===== src/rtl/rom_ctrl_pkg.sv =====
// rom_ctrl_pkg: shared state encoding, grant ids and default widths for the code ROM arbiter
package rom_ctrl_pkg;
  localparam int ADDR_W = 16;
  localparam int DATA_W = 8;
  localparam int MAX_FETCH_BYTES = 3;
  typedef enum logic [1:0] {IDLE, FETCH, MOVC, RESP} state_t;
  typedef enum logic {GNT_FETCH, GNT_MOVC} grant_t;
endpackage


===== src/rtl/rom_rr_arb2.sv =====
// rom_rr_arb2: two-input round-robin grant; last_grant only moves when both requesters tie
module rom_rr_arb2
  import rom_ctrl_pkg::*;
(
  input  logic   clock,
  input  logic   reset,
  input  logic   en,
  input  logic   fetch_req,
  input  logic   movc_req,
  output logic   grant_valid,
  output grant_t grant
);
  grant_t last_grant;
  logic tie;
  always_comb begin
    tie = fetch_req && movc_req;
    grant_valid = en && (fetch_req || movc_req);
    grant = tie ? (last_grant == GNT_FETCH ? GNT_MOVC : GNT_FETCH) : (movc_req ? GNT_MOVC : GNT_FETCH);
  end
  always_ff @(posedge clock) begin
    if (!reset) last_grant <= GNT_FETCH;
    else if (en && tie) last_grant <= grant;
  end
endmodule


===== src/rtl/code_rom_arbiter.sv =====
// code_rom_arbiter: shares the program ROM between instruction fetch (1-3 bytes) and MOVC reads
module code_rom_arbiter
  import rom_ctrl_pkg::*;
#(
  parameter int ADDR_WIDTH = ADDR_W,
  parameter int DATA_WIDTH = DATA_W
) (
  input  logic                                  clock,
  input  logic                                  reset,
  input  logic                                  fetch_req,
  input  logic [ADDR_WIDTH-1:0]                 fetch_pc,
  input  logic [1:0]                            fetch_len,
  output logic                                  fetch_valid,
  output logic [MAX_FETCH_BYTES*DATA_WIDTH-1:0] fetch_data,
  input  logic                                  movc_req,
  input  logic [ADDR_WIDTH-1:0]                 movc_addr,
  output logic                                  movc_valid,
  output logic [DATA_WIDTH-1:0]                 movc_data,
  output logic [ADDR_WIDTH-1:0]                 rom_addr,
  input  logic [DATA_WIDTH-1:0]                 rom_data,
  output logic                                  busy
);
  state_t state, state_nxt;
  grant_t grant;
  logic grant_valid, take, active, primed, last_cap;
  logic [1:0] issue, cap, len;
  logic [ADDR_WIDTH-1:0] base;
  rom_rr_arb2 u_arb (
    .clock      (clock),
    .reset      (reset),
    .en         (state == IDLE),
    .fetch_req  (fetch_req),
    .movc_req   (movc_req),
    .grant_valid(grant_valid),
    .grant      (grant)
  );
  assign take = state == IDLE && grant_valid;
  assign active = state == FETCH || state == MOVC;
  // ROM output lags its address by one edge, so captures start on the second edge after grant
  assign last_cap = primed && cap == len - 2'd1;
  assign busy = state != IDLE;
  always_comb begin
    state_nxt = state;
    if (state == IDLE) state_nxt = grant_valid ? (grant == GNT_MOVC ? MOVC : FETCH) : IDLE;
    else if (state == RESP) state_nxt = IDLE;
    else state_nxt = last_cap ? RESP : state;
  end
  always_ff @(posedge clock) begin
    if (!reset) state <= IDLE;
    else state <= state_nxt;
  end
  always_ff @(posedge clock) begin
    if (!reset) begin
      rom_addr <= '0;
      base <= '0;
      issue <= '0;
      cap <= '0;
      len <= '0;
      primed <= 1'b0;
      fetch_data <= '0;
      movc_data <= '0;
      fetch_valid <= 1'b0;
      movc_valid <= 1'b0;
    end else begin
      fetch_valid <= 1'b0;
      movc_valid <= 1'b0;
      if (take) begin
        base <= grant == GNT_MOVC ? movc_addr : fetch_pc;
        rom_addr <= grant == GNT_MOVC ? movc_addr : fetch_pc;
        len <= grant == GNT_MOVC ? 2'd1 : (fetch_len == 2'd0 ? 2'd1 : fetch_len);
        issue <= 2'd1;
        cap <= 2'd0;
        primed <= 1'b0;
        if (grant == GNT_FETCH) fetch_data <= '0;
      end
      if (active) begin
        primed <= 1'b1;
        if (issue < len) begin
          rom_addr <= base + ADDR_WIDTH'(issue);
          issue <= issue + 2'd1;
        end
        if (primed) begin
          cap <= cap + 2'd1;
          if (state == MOVC) movc_data <= rom_data;
          else fetch_data[cap*DATA_WIDTH +: DATA_WIDTH] <= rom_data;
          if (last_cap) begin
            fetch_valid <= state == FETCH;
            movc_valid <= state == MOVC;
          end
        end
      end
    end
  end
endmodule


===== config.mk =====
export PLATFORM = sky130hd
export DESIGN_NAME = code_rom_arbiter
export DESIGN_NICKNAME = d
export VERILOG_FILES = /design/src/rtl/rom_ctrl_pkg.sv /design/src/rtl/rom_rr_arb2.sv /design/src/rtl/code_rom_arbiter.sv
export SDC_FILE = /design/constraint.sdc
export NUM_CORES = 1
export LEC_CHECK = 0
export CORE_MARGIN = 4
export CORE_UTILIZATION = 48
export CTS_CLUSTER_SIZE = 25
export DETAILED_ROUTE_END_ITERATION = 8
export GPL_TIMING_DRIVEN = 1
export PLACE_DENSITY = 0.91
export SKIP_LAST_GASP = 1
export SYNTH_ARGS = -nofsm -noshare
export SYNTH_HDL_FRONTEND = slang
export SYNTH_SLANG_ARGS = --single-unit

===== constraint.sdc =====
create_clock -name clock -period 2.5 [get_ports clock]
set_clock_uncertainty 0.1 [all_clocks]
set_input_delay 0.5 -clock clock [delete_from_list [all_inputs] [get_ports clock]]
set_output_delay 0.5 -clock clock [all_outputs]
set_load 0.05 [all_outputs]

==> flow_summary.rst, run 1 <==
.. list-table::
   :header-rows: 1

   * - Metric
     - Value
   * - Leading register cell type out of synthesis
     - sky130_fd_sc_hd__dfxtp_1
   * - Post-DP HPWL
     - 6.85 mm
   * - Total setup buffers inserted after CTS
     - 0
   * - Clock transition at the register clock pins on the worst setup and hold paths after CTS
     - 0.08 ns
   * - Die H
     - 92.1 microns
   * - Startpoint type of the worst setup path
     - flip-flop
   * - Number of nets in the layout
     - 518
   * - Antenna-violating nets left
     - 0
   * - Finished Layout Cells
     - 561
   * - Worst slew margin
     - 0.595
   * - Root buffer selected by CTS
     - sky130_fd_sc_hd__clkbuf_8
   * - Area after detailed placement
     - 4500 sq um
   * - Area growth from synthesis to final layout
     - 38.3%
   * - CTS tree
     - built
   * - Layout cells sized above 1
     - 0.0860
   * - Total leakage power
     - 1.78 nW
   * - Final Setup Violations
     - 0
   * - Max Cap Viol
     - 0
   * - Arrival time at the worst endpoint
     - 2.53 ns
   * - Leading cell type in the layout, fill and taps excluded
     - sky130_fd_sc_hd__clkdlybuf4s50_1
   * - Final min period
     - 2.37 ns
   * - Share of the core filled with cells
     - 0.688
   * - Layout Cell Area excl Fill
     - 4700 sq um
   * - DRC violation count after routing
     - 0
   * - Average via count per standard cell
     - 5.83
   * - Share of the clock period used by the worst path
     - 0.947
   * - Register area share after synthesis
     - 0.448
   * - Syn nets
     - 421
   * - Site Rows
     - 30
   * - Worst Min Path Start
     - base[0]
   * - Peak VDD IR
     - 385 uV
   * - Instance count along the most critical hold path
     - 2
   * - I/O pin count
     - 97
   * - Tot GR Track Use
     - 0.224
   * - Final worst slack
     - 0.133 ns
   * - Total power divided by cell area
     - 667 nW/um^2
   * - Cell area after technology mapping
     - 3400 sq um
   * - Type of element capturing the critical path
     - flip-flop
   * - Critical path class
     - flip-flop to flip-flop
   * - Global-route wire length before repair
     - 15.4 mm
   * - Data required, critical path
     - 2.66 ns
   * - Count of inserted antenna diode cells
     - 0
   * - Clock buffers created by TritonCTS
     - 9
   * - Placed cells
     - 545
   * - Fmax achieved
     - 422 MHz
   * - #FFs+latches synth
     - 76
   * - Asr flop ratio synth
     - 0
   * - Total number of vias
     - 3270
   * - Routability congestion estimate
     - 0.807
   * - TNS Setup
     - 0 ns
   * - Actual slew at the worst max-slew pin
     - 0.607 ns
   * - Number of cells produced by synthesis
     - 363
   * - Unrepaired setup endpoints after global routing
     - no
   * - Highest-count cells in the layout ignoring fill and taps
     - sky130_fd_sc_hd__clkdlybuf4s50_1, sky130_fd_sc_hd__dfxtp_1, sky130_fd_sc_hd__nor2_1
   * - Full die area
     - 8490 sq um
   * - Worst hold slack across all endpoints
     - 0.389 ns
   * - Post-Syn Area per Cell
     - 9.36 sq um
   * - Hold Violations, Final
     - 0
   * - Number of library cell types mapped by synthesis
     - 47
   * - Input/output buffers
     - 96
   * - Drt pass-1 iters
     - 6
   * - Vias in the first global route
     - 3173
   * - Number of cells traversed by the worst register-to-register path
     - 7
   * - Iteration-0 DRC count of the detailed router
     - 248
   * - Max Transition Viols Final
     - 0
   * - Worst hold-check path type
     - flip-flop to flip-flop
   * - Detailed-route wire length
     - 9.61 mm
   * - Biggest fanout along the worst timing path
     - 6
   * - Post-cts hold buffer count
     - 0
   * - Total of warnings raised by yosys
     - 0
   * - Maximum clock insertion buffer count
     - 2
   * - CTS H-Tree Depth
     - 3
   * - First element of the critical path
     - issue[0]
   * - Starting density of the core
     - 0.497
   * - Clock latency of the later-clocked register in the worst-skew pair
     - 0.34 ns
   * - Average detailed-routed wire length per instance
     - 17.1 microns
   * - Global-route congestion overflow total
     - 0
   * - Largest net degree at the start of global routing
     - 37
   * - Launching point of the worst reg2reg path
     - issue[0]
   * - Worst setup timing slack at the placement stage
     - 0.119 ns
   * - Result of the run
     - finished, final reports clean
   * - Total power
     - 3.13 mW
   * - Die width
     - 92.1 microns
   * - Count of instances resized after the clock tree is built
     - 0
   * - TritonCTS sink count
     - 76
   * - Placeable core region
     - 6830 sq um
   * - EDFF count, synth
     - 0
   * - Number of antenna violations at the first check in global routing
     - 0
cells in the mapped netlist, drive strengths merged, types with 2 or more instances:
cell type   n  area [sq um]
mux2i       9          90.1
o21a        2          15.0
and2        6          37.5
a22oi      38           285
dfxtp      76          1520
o21ai       6          30.0
nor2       46           173
nor3        3          15.0
a221oi     14           123
and3b       2          17.5
a32oi       3          26.3
nand2      18          67.6
a211oi      7          52.6
a21oi      28           140
and4        2          20.0
nand4       5          37.5
nor4b       2          38.8
inv        12          45.0
nand3       7          47.6
xor2        7          61.3
buf        11          60.1
xnor2       6          52.6
a222oi      2          20.0
clkbuf     12          45.0
and3        4          25.0
a32o        6          60.1
nor2b       3          18.8
nand2b      3          18.8
ha         11           138
sequential cells by signal, summed over array words and instances (netlist names):
name	flops
base	16
cap	2
fetch_data	24
fetch_valid	1
issue	2
len	2
movc_data	8
movc_valid	1
primed	1
rom_addr	16
state	2
u_arb.last_grant	1
metal layers:
metal  vias up  routed length, microns  track usage  share of wire
met1      1562                    3820        0.266           0.40
met2       158                    4720        0.377           0.49
met5         -                       0            0              0
met4         0                     129       0.0891          0.013
li1       1534                       -            -              -
met3        16                     941       0.0673          0.098
final cells by class:
class / instances / area (sq um)
inverters: 13 / 48.8
clock buffers: 12 / 155
well taps: 96 / 120
fillers: 545 / 2130
multi-input cells: 251 / 1730
repair buffers: 109 / 1080
flip-flops and latches: 76 / 1520
clock inverters: 4 / 47.5
power by group:
group	switching (mW)	internal [mW]
logic	0.468	0.323
registers	0.0863	1.30
clock network	0.444	0.513
final timing paths:
path	to	slack [ns]
min	base[0]	0.39
max	rom_addr[14]	0.13
min reg2reg	base[0]	0.39
max reg2reg	rom_addr[14]	0.13
logic make-up after synthesis:
logic type                 Yosys count  share of synthesized area
adders and majority gates           12                     0.0464
muxes                               10                     0.0298
AOI/OAI and AO/OA                  111                      0.235
DFF                                 76                      0.448
and+or+nand+nor                    105                      0.162
xor gates and xnor gates            13                     0.0335
buffers and inverters               36                     0.0453
critical path, cell delays in order (launching register included):
cell                       delay (ns)
sky130_fd_sc_hd__dfxtp_1         0.43
sky130_fd_sc_hd__ha_1            0.21
sky130_fd_sc_hd__inv_1           0.06
sky130_fd_sc_hd__fa_1            0.41
sky130_fd_sc_hd__and4b_1         0.43
sky130_fd_sc_hd__nand4_1         0.20
sky130_fd_sc_hd__xor2_1          0.19
sky130_fd_sc_hd__a211oi_1        0.24
Note: power is estimated with default switching activity, not from simulation.
==> inputs of run 2 (changes only) <==
==> constraint.sdc (replaced) <==
create_clock -name clock -period 2.5 [get_ports clock]
set_clock_uncertainty 0.1 [all_clocks]
set_input_delay 0.75 -clock clock [delete_from_list [all_inputs] [get_ports clock]]
set_output_delay 0.75 -clock clock [all_outputs]
set_load 0.05 [all_outputs]
==> flow_summary.rst, run 2 (synthesis results as in run 1) <==
.. list-table::
   :header-rows: 1

   * - Metric
     - Value
   * - Result of the run
     - finished, final reports clean
   * - Worst slew margin
     - 0.601
   * - Clock transition at the register clock pins on the worst setup and hold paths after CTS
     - 0.08 ns
   * - Site Rows
     - 30
   * - Count of buffer and inverter cells on the critical path
     - 1
   * - Placed cells
     - 547
   * - Finished Layout Cells
     - 563
   * - Area used by sequential logic in the layout
     - 1520 sq um
   * - Capturing point of the worst reg2reg path
     - rom_addr[8]
   * - Full die area
     - 8490 sq um
   * - Vias in the first global route
     - 3214
   * - Post-cts hold buffer count
     - 0
   * - Instance count along the most critical hold path
     - 2
   * - Arrival time at the worst endpoint
     - 1.55 ns
   * - Crit path cell chain
     - clkdlybuf4s50_1
   * - CTS H-Tree Depth
     - 3
   * - Final Setup Violations
     - 0
   * - Area used by multi-input combinational logic
     - 1730 sq um
   * - Peak VDD IR
     - 511 uV
   * - Input/output buffers
     - 96
   * - Data required, critical path
     - 1.65 ns
   * - Type of element capturing the critical path
     - output port
   * - Largest register FFs
     - 24
   * - Post-DP HPWL
     - 6.69 mm
   * - Crit-path leading delay family
     - buffers and inverters
   * - Root buffer selected by CTS
     - sky130_fd_sc_hd__clkbuf_8
   * - CTS tree
     - built
   * - Number of antenna violations at the first check in global routing
     - 0
   * - Biggest fanout along the worst timing path
     - 2
   * - Final min period
     - 2.40 ns
   * - Maximum clock insertion buffer count
     - 2
   * - Largest registers
     - fetch_data x24, base x16, rom_addr x16
   * - Worst hold-check path type
     - flip-flop to flip-flop
   * - Iteration-0 DRC count of the detailed router
     - 279
   * - Total number of vias
     - 3256
   * - Hold endpoint
     - base[0]
   * - Highest-count cells in the layout ignoring fill and taps
     - sky130_fd_sc_hd__clkdlybuf4s50_1, sky130_fd_sc_hd__dfxtp_1, sky130_fd_sc_hd__nor2_1
   * - Launching point of the worst reg2reg path
     - issue[0]
   * - Global-route congestion overflow total
     - 0
   * - Count of instances resized after the clock tree is built
     - 0
   * - Leading cell type in the layout, fill and taps excluded
     - sky130_fd_sc_hd__clkdlybuf4s50_1
   * - Hold Violations, Final
     - 0
   * - Antenna-violating nets left
     - 0
   * - Global-route wire length before repair
     - 15.3 mm
   * - Fmax achieved
     - 417 MHz
   * - Total setup buffers inserted after CTS
     - 0
   * - Drt pass-1 iters
     - 6
   * - Count of inserted antenna diode cells
     - 0
   * - I/O pin count
     - 97
   * - Fill cell total of the finished layout
     - 524
   * - Max stage delay cell, worst path
     - sky130_fd_sc_hd__clkdlybuf4s50_1
   * - Clock latency of the later-clocked register in the worst-skew pair
     - 0.35 ns
   * - Biggest register
     - fetch_data
   * - Total leakage power
     - 1.79 nW
   * - Layout cells sized above 1
     - 0.0921
   * - Detailed-route wire length
     - 9.40 mm
   * - Unrepaired setup endpoints after global routing
     - no
   * - Die H
     - 92.1 microns
   * - Die width
     - 92.1 microns
   * - Largest net degree at the start of global routing
     - 37
   * - Number of nets in the layout
     - 520
   * - Worst Min Path Start
     - base[0]
   * - Average via count per standard cell
     - 5.78
   * - Number of cells traversed by the worst register-to-register path
     - 7
   * - Placeable core region
     - 6830 sq um
   * - Routability congestion estimate
     - 0.808
   * - Clock buffers created by TritonCTS
     - 9
   * - Actual slew at the worst max-slew pin
     - 0.597 ns
   * - Area growth from synthesis to final layout
     - 39.1%
   * - Setup slack of the worst register-to-register path
     - 0.15 ns
   * - Critical path class
     - flip-flop to output port
   * - Worst hold slack across all endpoints
     - 0.373 ns
   * - Max Cap Viol
     - 0
   * - Starting density of the core
     - 0.497
   * - Tot GR Track Use
     - 0.224
   * - Share of the clock period used by the worst path
     - 0.959
   * - Total power divided by cell area
     - 662 nW/um^2
   * - TritonCTS sink count
     - 76
   * - Maximum cell stage delay along the critical path
     - 0.84 ns
   * - DRC violation count after routing
     - 0
   * - Startpoint type of the worst setup path
     - flip-flop
   * - Average detailed-routed wire length per instance
     - 16.7 microns
   * - Max Transition Viols Final
     - 0
-- run 2: cell types whose count changed in the layout (fill, tap and decap cells not counted), sizes merged --
cell	delta
inv	+1
clkbuf	-3
clkinvlp	+1
clkinv	+1
buf	+2
-- run 2: cell type report --
type / instances / area share
clock inverter: 7 / 0.0162
inverter: 13 / 0.0103
multi-input combinational: 251 / 0.365
timing repair buffer: 111 / 0.235
sequential: 76 / 0.322
clock buffer: 9 / 0.0262
tap: 96 / 0.0254
-- run 2: metrics by stage --
step	cell area, sq um	TNS [ns]	util	power, mW	setup slack (ns)
after detailed placement	4520	-0.832	0.662	2.20	-0.119
after global placement	4520	0	0.662	2.18	0.0311
after global routing	4720	0	0.692	3.26	0.0282
after floorplan	3400	0	-	1.88	0.426
after CTS	4720	0	0.692	3.14	0.0830
final	4720	0	0.692	3.13	0.103
-- run 2: how the worst max path moves through the flow --
| stage | startpoint | endpoint | slack (ns) | cells after the start |
|---|---|---|---|---|
| finish | fetch_data[23] | fetch_data[23] | 0.10 | 1 |
| global placement | movc_req | rom_addr[4] | 0.03 | 5 |
| global route | issue[0] | rom_addr[10] | 0.03 | 7 |
| detailed placement | movc_req | rom_addr[7] | -0.12 | 5 |
| CTS | fetch_data[9] | fetch_data[9] | 0.08 | 1 |
| floorplan | issue[0] | rom_addr[8] | 0.43 | 8 |
-- run 2: power breakdown --
part           internal, mW  total (mW)  switching (mW)  leakage (nW)
Clock                 0.465       0.945           0.479        0.0958
Combinational         0.332       0.800           0.468          1.07
Sequential             1.30        1.38          0.0832         0.620
Total                  2.10        3.13            1.03          1.79
-- run 2: per-layer routing --
metal	vias to the layer above	wire, microns	global-route usage
li1	1537	-	-
met5	-	0	0
met4	0	211	0.0941
met1	1537	3730	0.256
met2	161	4540	0.373
met3	21	921	0.0853
-- run 2: worst register-to-register path, stage by stage, from the launching register on --
cell and delay (ns):
sky130_fd_sc_hd__dfxtp_1 0.43, sky130_fd_sc_hd__ha_1 0.22, sky130_fd_sc_hd__inv_1 0.06, sky130_fd_sc_hd__fa_1 0.42, sky130_fd_sc_hd__and4b_1 0.42, sky130_fd_sc_hd__nand4_1 0.15
sky130_fd_sc_hd__xor2_1 0.16, sky130_fd_sc_hd__a221oi_1 0.28
